**src/rtl/uart_pkg.sv**
```systemverilog
// Shared types and defaults for the UART transmit path: tx FSM state encoding,
// line levels and default frame geometry.
package uart_pkg;

  typedef enum logic [2:0] {
    IDLE   = 3'd0,
    START  = 3'd1,
    DATA   = 3'd2,
    STOP   = 3'd3,
    PARITY = 3'd4
  } tx_state_t;

  localparam logic IDLE_LEVEL  = 1'b1;
  localparam logic START_LEVEL = 1'b0;

  localparam int DEFAULT_CLKS_PER_BIT = 16;
  localparam int DEFAULT_DATA_BITS    = 8;
  localparam int DEFAULT_FIFO_DEPTH   = 4;

  // Counter width for a range of v values; never narrower than one bit.
  function automatic int clog2_min1(input int v);
    return (v <= 2) ? 1 : $clog2(v);
  endfunction

endpackage

```
**src/rtl/uart_tx_if.sv**
```systemverilog
// Byte-stream valid/ready handshake into the UART transmitter.
// Transfer happens on a rising edge with valid && ready.
interface uart_tx_if
  import uart_pkg::*;
#(
  parameter int DATA_BITS = DEFAULT_DATA_BITS
) ();

  logic [DATA_BITS-1:0] data_in;
  logic                 valid;
  logic                 ready;

  modport master (
    output data_in,
    output valid,
    input  ready
  );

  modport slave (
    input  data_in,
    input  valid,
    output ready
  );

endinterface

```
**src/rtl/uart_tx_fifo.sv**
```systemverilog
// Small synchronous byte FIFO feeding the UART transmitter. The head entry is
// visible on dout before pop, so the FSM can load its shift register on the pop edge.
module uart_tx_fifo
  import uart_pkg::*;
#(
  parameter int WIDTH = DEFAULT_DATA_BITS,
  parameter int DEPTH = DEFAULT_FIFO_DEPTH
) (
  input  logic             clk,
  input  logic             rst,
  input  logic             push,
  input  logic [WIDTH-1:0] din,
  input  logic             pop,
  output logic [WIDTH-1:0] dout,
  output logic             full,
  output logic             empty
);

  localparam int AW = clog2_min1(DEPTH);
  localparam logic [AW:0] FULL_CNT = (AW+1)'(DEPTH);

  logic [WIDTH-1:0] mem [DEPTH];
  logic [AW-1:0]    wr_ptr_reg;
  logic [AW-1:0]    rd_ptr_reg;
  logic [AW:0]      count_reg;
  logic             push_ok;
  logic             pop_ok;

  assign full    = (count_reg == FULL_CNT);
  assign empty   = (count_reg == '0);
  assign push_ok = push && !full;
  assign pop_ok  = pop && !empty;

  // Pointers are exactly log2(DEPTH) wide, so they wrap modulo DEPTH for free.
  always_ff @(posedge clk) begin
    if (rst) begin
      wr_ptr_reg <= '0;
      rd_ptr_reg <= '0;
      count_reg  <= '0;
    end else begin
      if (push_ok) begin
        wr_ptr_reg <= wr_ptr_reg + AW'(1);
      end
      if (pop_ok) begin
        rd_ptr_reg <= rd_ptr_reg + AW'(1);
      end
      case ({push_ok, pop_ok})
        2'b10:   count_reg <= count_reg + (AW+1)'(1);
        2'b01:   count_reg <= count_reg - (AW+1)'(1);
        default: count_reg <= count_reg;
      endcase
    end
  end

  always_ff @(posedge clk) begin
    if (push_ok) begin
      mem[wr_ptr_reg] <= din;
    end
  end

  assign dout = mem[rd_ptr_reg];

endmodule

```
**src/rtl/uart_tx.sv**
```systemverilog
// UART transmitter: FIFO-buffered bytes framed as start, DATA_BITS data (LSB
// first), optional even parity (UART_TX_PARITY_EN) and stop, CLKS_PER_BIT clocks per bit.
module uart_tx
  import uart_pkg::*;
#(
  parameter int CLKS_PER_BIT = DEFAULT_CLKS_PER_BIT,
  parameter int DATA_BITS    = DEFAULT_DATA_BITS,
  parameter int FIFO_DEPTH   = DEFAULT_FIFO_DEPTH
) (
  input  logic      clk,
  input  logic      rst,
  input  logic      en,
  uart_tx_if.slave  bus,
  output logic      out,
  output logic      busy,
  output logic      done
);

  localparam int BW = clog2_min1(CLKS_PER_BIT);
  localparam int IW = clog2_min1(DATA_BITS);
  localparam logic [BW-1:0] BCNT_LAST = BW'(CLKS_PER_BIT - 1);
  localparam logic [IW-1:0] IDX_LAST  = IW'(DATA_BITS - 1);

  tx_state_t            state_reg, state_next;
  logic [BW-1:0]        bcnt_reg, bcnt_next;
  logic [IW-1:0]        idx_reg, idx_next;
  logic [DATA_BITS-1:0] shift_reg, shift_next;
  logic                 out_reg, out_next;
  logic                 busy_reg, busy_next;
  logic                 done_reg, done_next;
`ifdef UART_TX_PARITY_EN
  logic                 parity_reg, parity_next;
`endif

  logic [DATA_BITS-1:0] fifo_dout;
  logic                 fifo_full;
  logic                 fifo_empty;
  logic                 push;
  logic                 pop;
  logic                 bit_end;
  logic                 can_start;

  assign bus.ready = !fifo_full;
  assign push      = bus.valid && bus.ready;
  assign bit_end   = (bcnt_reg == BCNT_LAST);
  assign can_start = en && !fifo_empty;

  uart_tx_fifo #(
    .WIDTH (DATA_BITS),
    .DEPTH (FIFO_DEPTH)
  ) u_fifo (
    .clk   (clk),
    .rst   (rst),
    .push  (push),
    .din   (bus.data_in),
    .pop   (pop),
    .dout  (fifo_dout),
    .full  (fifo_full),
    .empty (fifo_empty)
  );

  // State register; serial outputs are registered from the current state, so
  // the line lags the FSM by exactly one cycle for every frame position.
  always_ff @(posedge clk) begin
    if (rst) begin
      state_reg  <= IDLE;
      bcnt_reg   <= '0;
      idx_reg    <= '0;
      shift_reg  <= '0;
      out_reg    <= IDLE_LEVEL;
      busy_reg   <= 1'b0;
      done_reg   <= 1'b0;
`ifdef UART_TX_PARITY_EN
      parity_reg <= 1'b0;
`endif
    end else begin
      state_reg  <= state_next;
      bcnt_reg   <= bcnt_next;
      idx_reg    <= idx_next;
      shift_reg  <= shift_next;
      out_reg    <= out_next;
      busy_reg   <= busy_next;
      done_reg   <= done_next;
`ifdef UART_TX_PARITY_EN
      parity_reg <= parity_next;
`endif
    end
  end

  // Next-state logic. A pop in STOP chains straight into START with no idle gap.
  always_comb begin
    state_next  = state_reg;
    bcnt_next   = bcnt_reg;
    idx_next    = idx_reg;
    shift_next  = shift_reg;
    pop         = 1'b0;
`ifdef UART_TX_PARITY_EN
    parity_next = parity_reg;
`endif
    if (state_reg != IDLE) begin
      bcnt_next = bit_end ? '0 : bcnt_reg + BW'(1);
    end
    case (state_reg)
      IDLE: begin
        if (can_start) begin
          pop        = 1'b1;
          shift_next = fifo_dout;
          bcnt_next  = '0;
          state_next = START;
`ifdef UART_TX_PARITY_EN
          parity_next = ^fifo_dout;
`endif
        end
      end
      START: begin
        if (bit_end) begin
          idx_next   = '0;
          state_next = DATA;
        end
      end
      DATA: begin
        if (bit_end) begin
          shift_next = shift_reg >> 1;
          idx_next   = idx_reg + IW'(1);
          if (idx_reg == IDX_LAST) begin
`ifdef UART_TX_PARITY_EN
            state_next = PARITY;
`else
            state_next = STOP;
`endif
          end
        end
      end
`ifdef UART_TX_PARITY_EN
      PARITY: begin
        if (bit_end) begin
          state_next = STOP;
        end
      end
`endif
      STOP: begin
        if (bit_end) begin
          if (can_start) begin
            pop        = 1'b1;
            shift_next = fifo_dout;
            state_next = START;
`ifdef UART_TX_PARITY_EN
            parity_next = ^fifo_dout;
`endif
          end else begin
            state_next = IDLE;
          end
        end
      end
      default: begin
        state_next = IDLE;
        bcnt_next  = '0;
      end
    endcase
  end

  // Output decode. done is raised on the last STOP count so that, once
  // registered, it lines up with the final cycle of the stop bit on the line.
  always_comb begin
    out_next  = IDLE_LEVEL;
    busy_next = 1'b1;
    done_next = 1'b0;
    case (state_reg)
      IDLE:   busy_next = 1'b0;
      START:  out_next  = START_LEVEL;
      DATA:   out_next  = shift_reg[0];
`ifdef UART_TX_PARITY_EN
      PARITY: out_next  = parity_reg;
`endif
      STOP:   done_next = bit_end;
      default: busy_next = 1'b0;
    endcase
  end

  assign out  = out_reg;
  assign busy = busy_reg;
  assign done = done_reg;

endmodule

```
**src/flat_wrapper.sv**
```systemverilog
// flat-port wrapper written by rule: the top's interface ports become plain ports
module uart_tx_flat import uart_pkg::*;
#(
  parameter int CLKS_PER_BIT = DEFAULT_CLKS_PER_BIT,
  parameter int DATA_BITS    = DEFAULT_DATA_BITS,
  parameter int FIFO_DEPTH   = DEFAULT_FIFO_DEPTH
)
  (clk, rst, en, out, busy, done, bus_data_in, bus_valid, bus_ready);
  uart_tx_if #(.DATA_BITS(DATA_BITS)) bus_i ();
  input  logic clk;
  input  logic rst;
  input  logic en;
  output logic out;
  output logic busy;
  output logic done;
  input wire logic [$bits(bus_i.data_in)-1:0] bus_data_in;
  input wire logic [$bits(bus_i.valid)-1:0] bus_valid;
  output wire logic [$bits(bus_i.ready)-1:0] bus_ready;
  assign bus_i.data_in = bus_data_in;
  assign bus_i.valid = bus_valid;
  assign bus_ready = bus_i.ready;
  uart_tx #(.CLKS_PER_BIT(CLKS_PER_BIT), .DATA_BITS(DATA_BITS), .FIFO_DEPTH(FIFO_DEPTH)) u_core (.clk(clk), .rst(rst), .en(en), .bus(bus_i), .out(out), .busy(busy), .done(done));
endmodule
```
**config.mk**
```make
export PLATFORM = sky130hd
export DESIGN_NAME = uart_tx_flat
export DESIGN_NICKNAME = d
export VERILOG_FILES = /design/src/rtl/uart_pkg.sv /design/src/rtl/uart_tx_if.sv /design/src/rtl/uart_tx_fifo.sv /design/src/rtl/uart_tx.sv /design/src/flat_wrapper.sv
export SDC_FILE = /design/constraint.sdc
export NUM_CORES = 1
export LEC_CHECK = 0
export CAP_MARGIN = 20
export CORE_MARGIN = 3
export CORE_UTILIZATION = 50
export CTS_CLUSTER_SIZE = 40
export DETAILED_ROUTE_END_ITERATION = 8
export PLACE_DENSITY = 0.69
export SLEW_MARGIN = 20
export SYNTH_ARGS = -nofsm -noshare
export SYNTH_HDL_FRONTEND = slang
export SYNTH_SLANG_ARGS = --single-unit
```
**constraint.sdc**
```tcl
create_clock -name clk -period 3.4 [get_ports clk]
set_input_delay 0.85 -clock clk [delete_from_list [all_inputs] [get_ports clk]]
set_output_delay 0.85 -clock clk [all_outputs]
set_load 0.01 [all_outputs]
```
==> results of run 1 <==
-- final timing paths --
check             slack (ns)  depth (start not counted)                    endpoint
hold / removal          0.48                          2           u_core.idx_reg[0]
setup / recovery        0.43                          9  u_core.u_fifo.count_reg[2]
setup reg to reg        0.63                         10  u_core.u_fifo.count_reg[2]
hold reg to reg         0.48                          2           u_core.idx_reg[0]
-- area by class of cell --
type                       instances  area (um2)
fill                             394        1860
sequential                        61        1540
multi-input combinational        123         960
timing repair buffer              16         158
clock buffer                      12         145
clock inverter                     4        95.1
tap                               67        83.8
inverter                          10        38.8
-- cell families after synthesis --
family | count (synthesis)
simple gates | 64
flops | 61
compound gates | 31
buf+inv | 19
fa+ha+maj | 13
mux | 9
xor+xnor | 6
-- routing by layer --
| layer | up-vias | wire (um) | track usage [%] |
|---|---|---|---|
| li1 | 771 | - | - |
| met1 | 743 | 1980 | 18.3 |
| met2 | 37 | 2050 | 26.2 |
| met3 | 7 | 195 | 5.39 |
| met4 | 0 | 68 | 7.69 |
| met5 | - | 0 | 0 |
-- power by group through the flow --
| stage | clock, W | sequential (W) | combinational [W] |
|---|---|---|---|
| global placement | 0 | 0.00103 | 0.000629 |
| finish | 0.000764 | 0.00103 | 0.000659 |
| detailed placement | 0 | 0.00104 | 0.000658 |
| CTS | 0.000780 | 0.00103 | 0.000662 |
| global route | 0.000818 | 0.00105 | 0.000737 |
| floorplan | 0 | 0.000994 | 0.000561 |
-- per-stage QoR --
step	setup WS, ns	hold WS [ns]	std cells
5_1_grt	0.318	0.512	293
2_1_floorplan	0.900	0.442	203
3_5_place_dp	0.115	0.464	277
3_3_place_gp	0.265	0.449	277
4_1_cts	0.439	0.483	293
6_report	0.431	0.480	293
-- worst min-delay path, cell delays in order (launching register included) --
cell	delay, ns
dfxtp_1	0.33
nand2_1	0.06
a21oi_1	0.05
-- Yosys cell counts, drive strengths merged, types with 2 or more instances --
library cell / instances / share of area [%]
mux4: 8 / 6.9
dfxtp: 29 / 22
ha: 12 / 5.8
buf: 5 / 1.6
xor2: 3 / 1.0
edfxtp: 32 / 37
and3: 5 / 1.2
clkbuf: 4 / 0.58
nand2b: 3 / 0.72
inv: 9 / 1.3
nand2: 29 / 4.2
o21ai: 5 / 0.96
xnor2: 3 / 1.0
a22o: 8 / 2.7
a32oi: 2 / 0.67
nor2: 16 / 2.3
a21oi: 7 / 1.3
nor3: 4 / 0.96
==> qor.csv, run 1 <==
metric,value,unit
status,"finished, final reports clean",
avgSynthCellArea,12.8,um2
dp_hpwl,3020,um
cpPeakStageDelay,0.53,ns
hold_violations,0,
async_flop_share,0,%
maxCapViolations,0,
fin_crit_sh,87.3,%
syn_inst,203,
ys.flop_type,edfxtp_1,
drive_gt1_share,13.3,%
dr_total_vias,1558,
num_antenna_cells,0,
path_cells,clkdlybuf4s50_1 -> o31ai_4 -> nor3_1 -> ha_1 -> inv_1 -> fa_1 -> xor2_1 -> or3_1 -> a21oi_1,
clkSinkCount,61,
cp-startpoint,en,
critPathBufInv,2,
yosys_register_bits,61,
hold_start,u_core.idx_reg[0],
max_clock_freq,337,MHz
place_congestion,0.751,
synth_nets,228,
synth_edf_count,32,
setup_viol,0,
cp_slowest_cell,clkdlybuf4s50_1,
largest_reg_flops,32,
worst_setup_path_start_kind,primary input,
synth.area.mux_share,7.32,%
wire_per_inst,14.6,um
grt_max_degree,15,
ys_seq_area_share,59.3,%
fin_area,0.00302,mm2
crit_fanout,7,
p_sw,0.000715,W
cts_buffers,9,
drc,0,
postLayoutCoreUtil,61.9,%
peakVddDrop,0.389,mV
core_area,0.00488,mm2
post_cts_resized,0,
area_growth,16.3,%
maxSlewViolCount,0,
p_per_area,811,mW/mm2
tightest_slew,0.539,ns
drtAntennaViolNets,0,
final_cell_mix,"32 x edfxtp_1, 29 x nand2_1, 29 x dfxtp_1",
critPathTopFamily,adder cells,
path_clk_slew,0.06,ns
die_x,78.1,um
placed_cell_area,0.00278,mm2
sw_frac_of_total,29.2,%
root_buffer,clkbuf_8,
fin_nets,246,
reg2reg_from,u_core.state_reg[0],
cts_max_path_buffers,2,
cts_max_level,3,
die_y,78.1,um
grt_pass1_vias,1586,
synth_xor_area_share,2.02,%
fin_worst_skew,0.00810,ns
rsz0062_at_grt,false,
synth.distinct_cells,41,
grt_overflow,0,
hold_path_class,reg2reg,
final_common_cell,edfxtp_1,
grt_pass1_wl,7180,um
hold_buffers,0,
boundaryPins,16,
finalCriticalPeriod,2.97,ns
cts_setup_buffers,0,
drt_iter0_markers,86,
rows,25,
pwr-share-clk,31.2,%
initial_utilization,53.2,%
io_buffer_count,15,
drtPass1Iterations,4,
power_frac_seq,41.9,%
synth_top_family_by_area,simple AND/OR/NAND/NOR gates,
synthAdderAreaFrac,6.55,%
synth_compound_area_share,9.59,%
slew_headroom,64.0,%
path_class,in2reg,
final.setup.tns,0,ns
antenna_found_initial,0,
insertion_delay,0.33,ns
p_leak,1.12,nW
syn-cell-area,0.00260,mm2
tritoncts,done,
yosys.area_share.simple,11.5,%
wirelength,4290,um
dieArea,0.00610,mm2
p_comb_share,26.9,%
worstPathArrival,3.22,ns
critPathRequiredTime,3.65,ns
internal-power,0.00173,W
worstSetupEndpointType,register,
grt_usage,15.8,%
ys_warn_count,0,
power.total,0.00245,W
viasPerCell,5.32,
Power figures use the tool's default switching activity.
==> run 2: changes to the inputs <==
--- a/config.mk
+++ b/config.mk
@@ -10,6 +10,7 @@
 export CORE_UTILIZATION = 50
 export CTS_CLUSTER_SIZE = 40
 export DETAILED_ROUTE_END_ITERATION = 8
+export GPL_TIMING_DRIVEN = 1
 export PLACE_DENSITY = 0.69
 export SLEW_MARGIN = 20
 export SYNTH_ARGS = -nofsm -noshare
==> results of run 2 <==
Final layout, timing and power as in run 1 (identical DEF).
==> run 3: changes to the inputs <==
--- a/config.mk
+++ b/config.mk
@@ -8,7 +8,7 @@
 export CAP_MARGIN = 20
 export CORE_MARGIN = 3
 export CORE_UTILIZATION = 50
-export CTS_CLUSTER_SIZE = 40
+export CTS_CLUSTER_SIZE = 8
 export DETAILED_ROUTE_END_ITERATION = 8
 export GPL_TIMING_DRIVEN = 1
 export PLACE_DENSITY = 0.69
==> results of run 3 <==
Final layout, timing and power as in run 1 (identical DEF).
==> patch (settings of run 2) <==
Add a define of `UART_TX_PARITY_EN`.
--- a/src/rtl/uart_tx.sv
+++ b/src/rtl/uart_tx.sv
@@ -1,4 +1,6 @@
 // UART transmitter: FIFO-buffered bytes framed as start, DATA_BITS data (LSB
 // first), optional even parity (UART_TX_PARITY_EN) and stop, CLKS_PER_BIT clocks per bit.
+`define UART_TX_PARITY_EN
+
 module uart_tx
   import uart_pkg::*;
Function: no difference found for any inputs over 10 cycles, from zero or initial values and one cycle with rst high; that may be too few to reach the edited logic, so the function may still have changed.
==> patch against run 2 <==
Worst setup slack better by 0.14 ns. Wire length is 10% higher. Power is 2.5% lower. Sequential cell count is 2 higher. Register-to-register slack worse by 0.06 ns. Final area is 5.3% higher. Synthesized area is 7.9% higher. Global-route usage is 0.39 points higher.
==> patch: results <==
[critical_path]
critical-path-top-delay-family = simple AND/OR/NAND/NOR gates
worstPathArrival_ns = 3.09

[layout]
final_nets = 267
stdcell_count = 321
seq_share_pct = 49.7
nonClockBufferCount = 18
drive_above_1_share_pct = 13.1
inverters = 7
final-clk-cell-share_pct = 5.94

[routing]
route.met2.wl_um = 2250
routedLengthMet1_um = 2260
drt_iter0_markers = 134

[grt]
grt_use_met2_pct = 24.7
grt_max_degree = 22
grt_usage_pct = 16.2
grt_first_pass_wirelength_um = 7950
use_met1_pct = 21.9

[logic_synthesis]
synth.top_cells.by_count = 32 x edfxtp_1, 31 x dfxtp_1, 27 x nor2_1
synth-seq-area-share_pct = 56.4
netlist_instances = 231
synth_fp_nets = 252

[status]
status = finished, final reports clean

[clock_network]
clock_sinks = 63

[pwr]
power_leakage_nw = 1.14

[place]
gp_congestion = 0.807
==> patch: cell count changes after synthesis, sizes merged, moves of 5 or more <==
cell	before	now
mux2i	1	7
nand2	29	10
nand3	1	6
xnor2	3	10
nor2	16	27
a21oi	7	13
a22o	8	2
a211oi	0	9
==> patch: kinds of logic (layout without fill, tap and decap cells) <==
| group | after synthesis | in the layout | synth area share [%] |
|---|---|---|---|
| flip-flops | 63 | 63 | 56.4 |
| adder cells (fa/ha/maj) | 9 | 9 | 4.28 |
| multiplexers | 16 | 16 | 9.33 |
| buffers and inverters | 21 | 41 | 3.53 |
| AO/OA/AOI/OAI | 45 | 45 | 11.7 |
| AND/OR/NAND/NOR | 64 | 64 | 10.7 |
| XOR/XNOR | 13 | 13 | 4.06 |
==> patch: worst register-to-register path, cell delays in order, from the launching register on <==
cell,delay (ns)
dfxtp_1,0.41
ha_1,0.25
and3_1,0.36
nand3_1,0.18
a211oi_4,0.29
ha_1,0.21
inv_1,0.06
fa_1,0.38
xor2_1,0.16
or3_1,0.31
a21oi_1,0.14
==> patch: power groups by stage <==
stage	Combinational [mW]	Clock [mW]	Sequential, mW
after floorplan	0.639	0	1.00
after global placement	0.710	0	1.06
after detailed placement	0.732	0	1.06
after CTS	0.735	0.633	1.05
after global routing	0.810	0.673	1.07
final	0.728	0.619	1.04
==> patch: path summary, 6_finish.rpt <==
path                                end  cells past startpoint                 from  slack, ns
min                 u_core.shift_reg[7]                      2  u_core.shift_reg[7]       0.50
max reg2reg  u_core.u_fifo.count_reg[2]                     10   u_core.bcnt_reg[0]       0.57
max          u_core.u_fifo.count_reg[2]                     10   u_core.bcnt_reg[0]       0.57
min reg2reg         u_core.shift_reg[7]                      2  u_core.shift_reg[7]       0.50
